File: config.mk
export PLATFORM = sky130hd
export DESIGN_NAME = deck_dealer_flat
export DESIGN_NICKNAME = d
export VERILOG_FILES = /design/src/rtl/deck_dealer_if.sv /design/src/rtl/deck_dealer.sv /design/src/flat_wrapper.sv
export SDC_FILE = /design/constraint.sdc
export NUM_CORES = 1
export LEC_CHECK = 0
export BUFFER_PORTS_ARGS = -buffer_cell sky130_fd_sc_hd__buf_2
export CAP_MARGIN = 20
export CORE_MARGIN = 5
export CORE_UTILIZATION = 45
export DETAILED_ROUTE_END_ITERATION = 10
export HOLD_SLACK_MARGIN = 0.03
export SETUP_SLACK_MARGIN = 0.3
export SKIP_CTS_REPAIR_TIMING = 1
export SLEW_MARGIN = 10
export SYNTH_ARGS = -nofsm -noshare
export SYNTH_HDL_FRONTEND = slang
export SYNTH_SLANG_ARGS = --single-unit
File: constraint.sdc
create_clock -name clk -period 4.9 [get_ports clk]
set_input_delay 0.735 -clock clk [delete_from_list [all_inputs] [get_ports clk]]
set_output_delay 0.735 -clock clk [all_outputs]
set_load 0.005 [all_outputs]
File: src/rtl/deck_dealer_if.sv
// Controller <-> deck_dealer handshake bundle.
// The controller drives the requests; the dealer drives status and card data.
interface deck_dealer_if;
   logic       shuffle_req;
   logic       card_req;
   logic       busy;
   logic       shuffle_done;
   logic       card_valid;
   logic [3:0] card_rank;
   logic [1:0] card_suit;
   logic [5:0] cards_remaining;
   logic       deck_empty;

   modport master (
      output shuffle_req, card_req,
      input  busy, shuffle_done, card_valid, card_rank, card_suit,
             cards_remaining, deck_empty
   );

   modport slave (
      input  shuffle_req, card_req,
      output busy, shuffle_done, card_valid, card_rank, card_suit,
             cards_remaining, deck_empty
   );
endinterface

File: src/rtl/deck_dealer.sv
// 52-card deck responder: builds the deck, optionally Fisher-Yates shuffles it
// (enabled by defining DEALER_SHUFFLE_EN), then deals one card per request.
module deck_dealer #(
   parameter logic [15:0] LFSR_SEED = 16'hACE1
) (
   input  logic         clk,
   input  logic         rst,
   deck_dealer_if.slave bus
);
   typedef enum logic [2:0] {IDLE, INIT, PICK, SWAP, READY} state_t;

   state_t      state, state_nxt;
   logic [5:0]  deck [0:51];
   logic [5:0]  k, i, j, ptr, rem;
   logic [15:0] lfsr;
   logic [5:0]  cand;
   logic        deal_go, pick_ok;
   logic        vld_p1, done_p1;
   logic [3:0]  rank_p1;
   logic [1:0]  suit_p1;

   // Card ID -> {rank, suit}; rank 1..13, suit 0..3.
   function automatic logic [5:0] card_of(input logic [5:0] id);
      logic [1:0] s;
      logic [3:0] r;
      s = (id >= 6'd39) ? 2'd3 : (id >= 6'd26) ? 2'd2 : (id >= 6'd13) ? 2'd1 : 2'd0;
      r = 4'(id - 6'(s * 6'd13)) + 4'd1;
      return {r, s};
   endfunction

   assign cand = lfsr[5:0];

   always_comb begin
      state_nxt = state;
      deal_go   = 1'b0;
      pick_ok   = 1'b0;
      case (state)
         IDLE:  if (bus.shuffle_req) state_nxt = INIT;
         INIT:  if (k == 6'd51) begin
`ifdef DEALER_SHUFFLE_EN
            state_nxt = PICK;
`else
            state_nxt = READY;
`endif
         end
         // Rejection sampling: retry until the candidate falls inside 0..i.
         PICK:  if (cand <= i) begin
            pick_ok   = 1'b1;
            state_nxt = SWAP;
         end
         SWAP:  state_nxt = (i == 6'd1) ? READY : PICK;
         READY: if (bus.shuffle_req) state_nxt = INIT;
                else if (bus.card_req && rem != 6'd0) deal_go = 1'b1;
         default: state_nxt = IDLE;
      endcase
   end

   // Control state and registered outputs (p1 = one cycle after the request edge).
   always_ff @(posedge clk) begin
      if (rst) begin
         state   <= IDLE;
         lfsr    <= LFSR_SEED;
         rem     <= 6'd0;
         vld_p1  <= 1'b0;
         done_p1 <= 1'b0;
         rank_p1 <= 4'd0;
         suit_p1 <= 2'd0;
      end else begin
         state   <= state_nxt;
         lfsr    <= {1'b0, lfsr[15:1]} ^ (lfsr[0] ? 16'hB400 : 16'h0000);
         vld_p1  <= deal_go;
         done_p1 <= (state_nxt == READY) && (state != READY);
         if (state_nxt == INIT && state != INIT)
            rem <= 6'd0;
         else if (state_nxt == READY && state != READY)
            rem <= 6'd52;
         else if (deal_go)
            rem <= rem - 6'd1;
         if (deal_go)
            {rank_p1, suit_p1} <= card_of(deck[ptr]);
      end
   end

   // Deck storage and indices; contents are don't-care after reset.
   always_ff @(posedge clk) begin
      k <= (state == INIT) ? k + 6'd1 : 6'd0;
      if (state == INIT) begin
         deck[k] <= k;
         i       <= 6'd51;
      end else if (state == SWAP) begin
         deck[i] <= deck[j];
         deck[j] <= deck[i];
         i       <= i - 6'd1;
      end
      if (pick_ok)
         j <= cand;
      if (state_nxt == READY && state != READY)
         ptr <= 6'd0;
      else if (deal_go)
         ptr <= ptr + 6'd1;
   end

   assign bus.busy            = (state == INIT) || (state == PICK) || (state == SWAP);
   assign bus.shuffle_done    = done_p1;
   assign bus.card_valid      = vld_p1;
   assign bus.card_rank       = rank_p1;
   assign bus.card_suit       = suit_p1;
   assign bus.cards_remaining = rem;
   assign bus.deck_empty      = (rem == 6'd0);
endmodule

File: src/flat_wrapper.sv
// flat-port wrapper written by rule: the top's interface ports become plain ports
module deck_dealer_flat 
#(
   parameter logic [15:0] LFSR_SEED = 16'hACE1
)
  (clk, rst, bus_shuffle_req, bus_card_req, bus_busy, bus_shuffle_done, bus_card_valid, bus_card_rank, bus_card_suit, bus_cards_remaining, bus_deck_empty);
  deck_dealer_if bus_i ();
  input  logic clk;
  input  logic rst;
  input wire logic [$bits(bus_i.shuffle_req)-1:0] bus_shuffle_req;
  input wire logic [$bits(bus_i.card_req)-1:0] bus_card_req;
  output wire logic [$bits(bus_i.busy)-1:0] bus_busy;
  output wire logic [$bits(bus_i.shuffle_done)-1:0] bus_shuffle_done;
  output wire logic [$bits(bus_i.card_valid)-1:0] bus_card_valid;
  output wire logic [$bits(bus_i.card_rank)-1:0] bus_card_rank;
  output wire logic [$bits(bus_i.card_suit)-1:0] bus_card_suit;
  output wire logic [$bits(bus_i.cards_remaining)-1:0] bus_cards_remaining;
  output wire logic [$bits(bus_i.deck_empty)-1:0] bus_deck_empty;
  assign bus_i.shuffle_req = bus_shuffle_req;
  assign bus_i.card_req = bus_card_req;
  assign bus_busy = bus_i.busy;
  assign bus_shuffle_done = bus_i.shuffle_done;
  assign bus_card_valid = bus_i.card_valid;
  assign bus_card_rank = bus_i.card_rank;
  assign bus_card_suit = bus_i.card_suit;
  assign bus_cards_remaining = bus_i.cards_remaining;
  assign bus_deck_empty = bus_i.deck_empty;
  deck_dealer #(.LFSR_SEED(LFSR_SEED)) u_core (.clk(clk), .rst(rst), .bus(bus_i));
endmodule
==> impl_metrics.toml <==
[clocking]
insertion_delay_ps = 600
root_buffer = "clkbuf_16"
cts_made_buffers = 45
clock_path_buffers = 3
cts.sinks = 387
cts_tree = "yes"
path_clk_slew_ps = 60
htree_levels = 2

[synth]
synth_edf_count = 318
ys.flop_type = "edfxtp_1"
ys_seq_area_share_pct = 44.84
synth_cell_types = 68
synth-seq-cells = 387
syn_area_per_cell_sq_um = 14.11
synth_fp_nets = 1748
ys_warn_count = 0
synthesis.area_sq_um = 24370
synth_cells = 1727
async_reset_ff_share_pct = 0

[global_route]
grt_max_degree = 53
grt_overflow_total = 0
grt_pass1_wl_um = 122800
grt_usage_pct = 28.62
grt_pass1_vias = 16380
antenna_found_initial = 2

[layout]
drive_above_1_share_pct = 28.22
layout_common_cells = "356 x mux2i_1, 318 x edfxtp_1, 255 x mux4_2"
post-route-util_pct = 50.47
layout_commonest_cell = "mux2i_1"
syn2layout_area_growth_pct = 11.20
nNetsFinal = 1739

[route]
final_antenna_net_count = 0
num_vias = 17310
drcViolationCount = 0
wl_um = 86800
drtIter0Drc = 2478
routed_via_density = 7.046
dr.pass1.iters = 5
wl_per_cell_um = 35.33

[floorplanning]
core_sq_um = 53710
die_h_um = 242.7
die_area_sq_um = 58920
start_util_pct = 45.38
boundaryPins = 20
rows = 85
die_x_um = 242.7

[setup_path]
reg2reg_setup_slack_ps = 410
r2r_end = "u_core.bus.card_rank[3]$_SDFFE_PP0P_"
crit_required_ps = 5430
rr_worst_depth = 18
worst-setup-path-type = "reg -> reg"
cp.arrival_ps = 5030
crit_fanout = 9
endpoint_kind = "register"
start_kind = "register"

[timing]
worst_pin_slew_ps = 1115
period_share_pct = 91.73
setup_violations = 0
fin_crit_ps = 4495
skew_ps = 29.57
slew-limit-headroom_pct = 24.90
fin_tns_setup_ps = 0
hold_viol_final = 0
rsz0062_at_grt = "no"
fmax_mhz = 222.5
drv_slew = 0

[min_path]
min_to = "u_core.lfsr[7]$_SDFF_PP1_"
hp-class = "reg -> reg"
min_from = "u_core.lfsr[8]$_SDFF_PP0_"
whs_path_depth = 1

[flow_run]
cap_viol_max_count = 0

[power_and_ir_drop]
power_density_nw_per_um2 = 264.0
ir_worst_vdd_mv = 0.2310
p_leak_nw = 9.643

[place]
place.port_buffers = 19
hpwl_um = 60320
place.gp.congestion = 1.025

[outcome]
outcome = "finished clean"
[registers in the layout, summed over array words and instances (netlist names), named ones only]
| name | flops |
|---|---|
| u_core.k | 6 |
| u_core.bus.shuffle_done | 1 |
| u_core.state | 3 |
| u_core.ptr | 6 |
| u_core.bus.cards_remaining | 6 |
| u_core.lfsr | 16 |
| u_core.deck | 312 |
| u_core.bus.card_rank | 4 |
| u_core.i | 6 |
| u_core.bus.card_valid | 1 |
| u_core.j | 6 |
| u_core.bus.card_suit | 2 |
[where the power goes]
group	leakage [nW]	internal, mW	switching (mW)
clock	0.701	1.92	1.41
combinational	5.58	0.104	0.160
sequential	3.36	3.55	0.0164
[critical path: stages, from the launching register on]
cell	delay [ps]
dfxtp_2	480
buf_4	220
nand2b_1	180
o32ai_1	490
nor3_1	180
nor3_2	370
a31oi_1	140
or2_2	320
and2_1	170
ha_1	210
ha_1	220
fa_1	440
xor2_1	160
xnor2_1	200
inv_1	100
o21ai_0	100
nor4b_2	240
o31ai_1	110
o211ai_1	100
[logic make-up after synthesis]
logic type,Yosys count,synth area share [%]
buffers and inverters,192,3.660
XOR/XNOR,19,0.6827
AND/OR/NAND/NOR,305,5.934
AO/OA/AOI/OAI,172,4.656
adder cells (fa/ha/maj),17,0.9034
flip-flops,387,44.84
multiplexers,635,39.32
[layout make-up]
type                    count  area (sq um)
fillers                  4486         26600
multi-input cells        1148         12700
flip-flops and latches    387         10960
clock buffers              65          1274
repair buffers            113          1036
well taps                 696         870.8
clock inverters            18         165.2
inverters                  23         90.09
diodes                      7         17.52
[worst max-delay path by stage]
stage,startpoint,endpoint,slack (ps),cells after the start
2_1_floorplan,register,u_core.bus.card_rank[3]$_SDFFE_PP0P_,600,22
3_3_place_gp,register,u_core.bus.card_rank[3]$_SDFFE_PP0P_,180,20
3_5_place_dp,register,u_core.bus.card_rank[3]$_SDFFE_PP0P_,140,19
4_1_cts,register,u_core.bus.card_rank[3]$_SDFFE_PP0P_,120,19
5_1_grt,register,u_core.bus.card_rank[3]$_SDFFE_PP0P_,300,19
6_report,register,u_core.bus.card_rank[3]$_SDFFE_PP0P_,410,18
[cell usage after synthesis (24+ instances only)]
| library cell | number | share of area [%] |
|---|---|---|
| nand2_1 | 103 | 1.6 |
| mux2i_1 | 356 | 15 |
| dfxtp_1 | 69 | 5.7 |
| a21oi_1 | 24 | 0.49 |
| mux4_2 | 255 | 24 |
| edfxtp_1 | 318 | 39 |
| o21ai_0 | 45 | 0.92 |
| buf_2 | 47 | 0.97 |
| o22ai_1 | 26 | 0.67 |
| nor2_1 | 75 | 1.2 |
| clkbuf_1 | 87 | 1.3 |
[per-stage QoR]
stage	std cells	instance area, sq um	power [mW]	worst slack, ps	hold slack [ps]
finish	2457	27100	7.157	405.3	411.1
global route	2450	27090	7.357	300.4	438.9
CTS	2444	26970	7.179	117.3	415.2
detailed placement	2361	25530	3.880	142.7	397.1
global placement	2358	25490	3.877	184.6	397.6
floorplan	1727	24370	3.793	598.2	389.5
[metal layers]
layer | GRT usage, % | part of all wire [%] | wire length, um | vias up
met4 | 9.963 | 4.0 | 3438 | 0
met2 | 42.73 | 45 | 38700 | 1311
met1 | 40.93 | 39 | 33610 | 8868
li1 | - | - | - | 6939
met3 | 7.525 | 13 | 11060 | 193
met5 | 0 | 0 | 0 | -
Note: power is estimated with default switching activity, not from simulation.
